`config.mk`:
```
export PLATFORM = sky130hd
export DESIGN_NAME = cdc_handshake_tx
export DESIGN_NICKNAME = d
export VERILOG_FILES = /design/src/rtl/hs_pkg.sv /design/src/rtl/sync_ff_chain.sv /design/src/rtl/cdc_handshake_tx.sv
export SDC_FILE = /design/constraint.sdc
export NUM_CORES = 1
export LEC_CHECK = 0
export BUFFER_PORTS_ARGS = -buffer_cell sky130_fd_sc_hd__buf_2
export CORE_UTILIZATION = 49
export DETAILED_ROUTE_END_ITERATION = 16
export PLACE_DENSITY = 0.75
export SLEW_MARGIN = 20
export SYNTH_ARGS = -nofsm -noshare
export SYNTH_HDL_FRONTEND = slang
export SYNTH_SLANG_ARGS = --single-unit
export TNS_END_PERCENT = 50
```
`constraint.sdc`:
```
create_clock -name clk -period 1.95 [get_ports clk]
set_input_delay 0.2925 -clock clk [delete_from_list [all_inputs] [get_ports clk]]
set_output_delay 0.2925 -clock clk [all_outputs]
set_load 0.01 [all_outputs]
```
`src/rtl/hs_pkg.sv`:
```
// Shared types and constants for the req/ack clock-domain-crossing handshake.
package hs_pkg;

    typedef enum logic [1:0] {
        IDLE    = 2'd0,
        ASSERT  = 2'd1,
        RELEASE = 2'd2,
        ERROR   = 2'd3
    } hs_state_e;

    localparam logic MODE_4PH = 1'b0;
    localparam logic MODE_2PH = 1'b1;

endpackage

```
`src/rtl/sync_ff_chain.sv`:
```
// Single-bit multi-flop synchronizer; output is the input after STAGES clocks.
module sync_ff_chain #(
    parameter int unsigned STAGES = 2
) (
    input  logic clk,
    input  logic rst_n,
    input  logic d_i,
    output logic q_o
);

    logic [STAGES-1:0] sync_q;

    always_ff @(posedge clk or negedge rst_n) begin
        if (!rst_n) begin
            sync_q <= '0;
        end else begin
            sync_q <= {sync_q[STAGES-2:0], d_i};
        end
    end

    assign q_o = sync_q[STAGES-1];

endmodule

```
`src/rtl/cdc_handshake_tx.sv`:
```
// Source end of a req/ack CDC handshake: holds a word on data_out while req is pending,
// supports 4-phase and 2-phase signalling, with per-wait timeout and a transfer counter.
module cdc_handshake_tx
    import hs_pkg::*;
#(
    parameter int unsigned DATA_W      = 8,
    parameter int unsigned SYNC_STAGES = 2,
    parameter int unsigned TIMEOUT_CYC = 255,
    parameter int unsigned CNT_W       = 8
) (
    input  logic              clk,
    input  logic              rst_n,
    input  logic              ena,
    input  logic              mode,
    input  logic              src_valid,
    input  logic [DATA_W-1:0] src_data,
    output logic              src_ready,
    output logic              req_out,
    output logic [DATA_W-1:0] data_out,
    input  logic              ack_in,
    output logic              busy,
    output logic              timeout_err,
    input  logic              err_clr,
    output logic [CNT_W-1:0]  xfer_cnt
);

    localparam int unsigned TMO_W = (TIMEOUT_CYC > 1) ? $clog2(TIMEOUT_CYC) : 1;
    localparam bit TMO_EN = (TIMEOUT_CYC != 0);
    localparam logic [TMO_W-1:0] TMO_LAST = TMO_W'((TIMEOUT_CYC > 0) ? TIMEOUT_CYC - 1 : 0);

    hs_state_e         state_q, state_d;
    logic              req_q, req_d;
    logic [DATA_W-1:0] data_q, data_d;
    logic              mode_q, mode_d;
    logic [TMO_W-1:0]  tmo_q, tmo_d;
    logic [CNT_W-1:0]  xfer_q, xfer_d;
    logic              terr_q, terr_d;
    logic              abort_q, abort_d;
    logic              ack_s;
    logic              tmo_hit;

    sync_ff_chain #(
        .STAGES (SYNC_STAGES)
    ) u_ack_sync (
        .clk   (clk),
        .rst_n (rst_n),
        .d_i   (ack_in),
        .q_o   (ack_s)
    );

    assign src_ready   = rst_n && ena && (state_q == IDLE);
    assign busy        = (state_q != IDLE);
    assign req_out     = req_q;
    assign data_out    = data_q;
    assign timeout_err = terr_q;
    assign xfer_cnt    = xfer_q;

    always_comb begin
        state_d = state_q;
        req_d   = req_q;
        data_d  = data_q;
        mode_d  = mode_q;
        tmo_d   = tmo_q;
        xfer_d  = xfer_q;
        terr_d  = terr_q;
        abort_d = abort_q;
        tmo_hit = TMO_EN && (tmo_q == TMO_LAST);

        unique case (state_q)
            IDLE: begin
                if (src_valid && src_ready) begin
                    data_d  = src_data;
                    mode_d  = mode;
                    req_d   = (mode == MODE_2PH) ? ~req_q : 1'b1;
                    abort_d = 1'b0;
                    state_d = ASSERT;
                end
            end
            ASSERT: begin
                if ((mode_q == MODE_2PH) ? (ack_s == req_q) : ack_s) begin
                    if (mode_q == MODE_2PH) begin
                        xfer_d  = xfer_q + CNT_W'(1);
                        state_d = IDLE;
                    end else begin
                        req_d   = 1'b0;
                        state_d = RELEASE;
                    end
                end else if (tmo_hit) begin
                    terr_d  = 1'b1;
                    state_d = ERROR;
                end
            end
            RELEASE: begin
                if (!ack_s) begin
                    // A release entered from error recovery closes an aborted transfer.
                    if (!abort_q) begin
                        xfer_d = xfer_q + CNT_W'(1);
                    end
                    state_d = IDLE;
                end else if (tmo_hit) begin
                    terr_d  = 1'b1;
                    state_d = ERROR;
                end
            end
            ERROR: begin
                if (err_clr) begin
                    terr_d = 1'b0;
                    if (mode_q == MODE_2PH) begin
                        req_d   = ack_s;
                        state_d = IDLE;
                    end else begin
                        req_d   = 1'b0;
                        abort_d = 1'b1;
                        state_d = RELEASE;
                    end
                end
            end
            default: state_d = IDLE;
        endcase

        if (state_d != state_q) begin
            tmo_d = '0;
        end else if (state_q == ASSERT || state_q == RELEASE) begin
            tmo_d = tmo_q + TMO_W'(1);
        end
    end

    always_ff @(posedge clk or negedge rst_n) begin
        if (!rst_n) begin
            state_q <= IDLE;
            req_q   <= 1'b0;
            data_q  <= '0;
            mode_q  <= MODE_4PH;
            tmo_q   <= '0;
            xfer_q  <= '0;
            terr_q  <= 1'b0;
            abort_q <= 1'b0;
        end else begin
            state_q <= state_d;
            req_q   <= req_d;
            data_q  <= data_d;
            mode_q  <= mode_d;
            tmo_q   <= tmo_d;
            xfer_q  <= xfer_d;
            terr_q  <= terr_d;
            abort_q <= abort_d;
        end
    end

endmodule

```
==> results.txt <==
Pre-antenna DRT Iters - 4
Iteration-0 DRC Markers - 131
post-DP HPWL - 2.69 mm
Hold Worst Slack - 5.25 ps
TritonCTS clock tree - built
register area - 803 um^2
Total Power - 3.31 mW
syn_nets - 174
# placed instances - 243
Layout Cells excl Fill - 258
Yosys reg bits - 32
Fillers - 258
RSZ-0062 raised after global routing - yes
Starting Density - 50.9%
Post-route DRC - 0
syn avg cell area - 11.2 um^2
Placed Area - 2040 um^2
PortBufs - 34
die width - 60.9 um
Synth Instances - 152
worst-path maximum fanout - 5
synthesized cell area - 1700 um^2
CTS sink count - 32
CTS max path bufs - 2
nets - 233
Die Area - 3700 um^2
# diodes - 0
die height - 60.9 um
htree depth - 2
P per Cell Area - 1430 nW/um^2
# rows - 21
via count - 1,367
Netlist cell types - 36
Slew Viols, Final - 0
total track usage - 22.6%
clock buffer count from CTS - 5
Leak - 1.02 nW
Setup TNS - -1.58 ps
measured slew at the worst slew-check pin - 413 ps
Final Skew - 14.2 ps
Startpoint Class - flop
IO Pins - 35
Worst-path clk slew - 110 ps
Root Buffer - clkbuf_4
vias in the first global route - 1,287
grt total ovfl - 0
Slew Limit Headroom - 72.5%
Seq/Total Area, Yosys - 47.2%
Critical Path AT - 2220 ps
Max IR drop VDD - 0.805 mV
crit end category - flop
GPL Wtd Cong - 0.874
final setup vio count - 1
FMAX - 512 MHz
min Tclk post-route - 1950 ps
synth warn - 0
antenna violations before repair - 0
max_cap viols - 0
outcome - complete, but fails checks
min-delay worst type - input pin to asynchronous set/reset pin
area occupied by multi-input gates - 998 um^2
final period utilization - 100%
largest net degree at the start of global routing - 33
required time of the critical path - 2210 ps
Setup CP Type - flop to flop
area delta synth->final - 35.9%
fin area - 2310 um^2
first-pass GRT wire length - 5.92 mm
ANT nets after route - 0
post-route setup slack - -1.58 ps
vias per cell - 5.30
Worst-Skew Late Latency - 350 ps
share of cells above drive strength 1 - 48.1%
final wirelength - 3.87 mm
failing checks - setup timing
hold_buf cts - 0
core area - 3340 um^2
final hold viol count - 0
Routed WL per cell - 15.0 um
[final timing paths]
path	startpoint	to	slack, ps	cells after the start
max	state_q[1]$_DFF_PN0_	tmo_q[5]$_DFFE_PN0P_	-2	9
min	rst_n	data_out[6]$_DFFE_PN0P_	5	2
max reg2reg	state_q[1]$_DFF_PN0_	tmo_q[5]$_DFFE_PN0P_	-2	9
min reg2reg	u_ack_sync.sync_q[0]$_DFF_PN0_	u_ack_sync.sync_q[1]$_DFF_PN0_	350	0
max in group asynchronous	rst_n	state_q[1]$_DFF_PN0_	1610	2
min in group clk	ack_in	u_ack_sync.sync_q[0]$_DFF_PN0_	60	1
[cells by family after synthesis]
family          synth area share [%]
buf+inv                         1.99
flops                           47.2
xor+xnor                        7.22
fa+ha+maj                       5.16
compound gates                  15.8
mux                             6.63
simple gates                    16.1
[timing repair]
item | 4_1_cts | 5_1_grt
setup endpoints to repair | 9 | 13
pin swaps | 2 | 11
gates resized for setup | 3 | 25
gates cloned | 0 | 0
buffers inserted | 0 | 7
[per-layer routing]
| layer | track usage [%] | up-vias | part of all wire [%] |
|---|---|---|---|
| met3 | 5.97 | 8 | 3.3 |
| met4 | 11.0 | 0 | 2.7 |
| met2 | 33.8 | 31 | 48 |
| met1 | 30.4 | 660 | 46 |
| met5 | 0 | - | 0 |
| li1 | - | 668 | - |
[power breakdown]
| part | internal, mW | switching [mW] | total [mW] |
|---|---|---|---|
| logic | 0.914 | 0.897 | 1.81 |
| registers | 0.877 | 0.210 | 1.09 |
| clock network | 0.176 | 0.234 | 0.410 |
| total | 1.97 | 1.34 | 3.31 |
[per-stage QoR]
step | worst slack (ps) | utilization [%]
after CTS | 2.09 | 63.1
after detailed placement | -45.0 | 61.0
after global routing | -60.0 | 69.1
after global placement | 45.4 | 61.0
after floorplan | 4.77 | -
final | -1.58 | 69.1
[cell type report]
class | instances | area share, %
Timing Repair Buffer | 55 | 15.8
Multi-Input combinational cell | 112 | 43.3
Clock inverter | 1 | 0.325
Sequential cell | 32 | 34.8
Inverter | 5 | 0.922
Tap cell | 46 | 2.49
Clock buffer | 7 | 2.39
[layout by cell type (no fill, tap or decap), types with 5 or more instances in the layout]
cell / count
buf_4: 16
buf_2: 34
a21oi_1: 6
nor2_1: 10
xnor2_1: 9
xor2_1: 5
mux2_2: 10
nand2_1: 13
clkbuf_4: 5
dfrtp_1: 30
nand4_1: 8
[registers in the layout, indices dropped and copies added (netlist names)]
signal and count:
req_out 1, state_q 2, mode_q 1, xfer_cnt 8, tmo_q 8, timeout_err 1
data_out 8, abort_q 1, u_ack_sync.sync_q 2
[cell usage after synthesis (all sizes together)]
master   instances  area, um^2
a2111oi          2        55.1
a211o            2        26.3
a211oi           2        15.0
a21boi           1        7.51
a21o             1        7.51
a21oi            6        30.0
a22oi            1        7.51
a2bb2oi          1        26.3
a31oi            4        25.0
a32oi            1        8.76
and2             1        6.26
and3             2        12.5
buf              3        15.0
dfrtp           32         801
ha               7        87.6
inv              5        18.8
mux2            10         113
nand2           15        56.3
nand2b           2        15.0
nand3            2        10.0
nand3b           1        7.51
nand4            8        50.1
nor2            10        37.5
nor2b            3        18.8
nor3             8        40.0
nor4             2        12.5
o221a            1        11.3
o22ai            2        18.8
o2bb2a           1        20.0
o32ai            1        8.76
or2              1        6.26
xnor2            9        78.8
xor2             5        43.8
[critical path: stages (launching register included)]
cell and delay, ps:
dfrtp_2 470, inv_4 80, buf_4 120, ha_4 160, nand2b_1 140, a211oi_1 70, a21o_1 200, a211o_4 360
buf_12 150, nor3_4 140
Power figures use the tool's default switching activity.
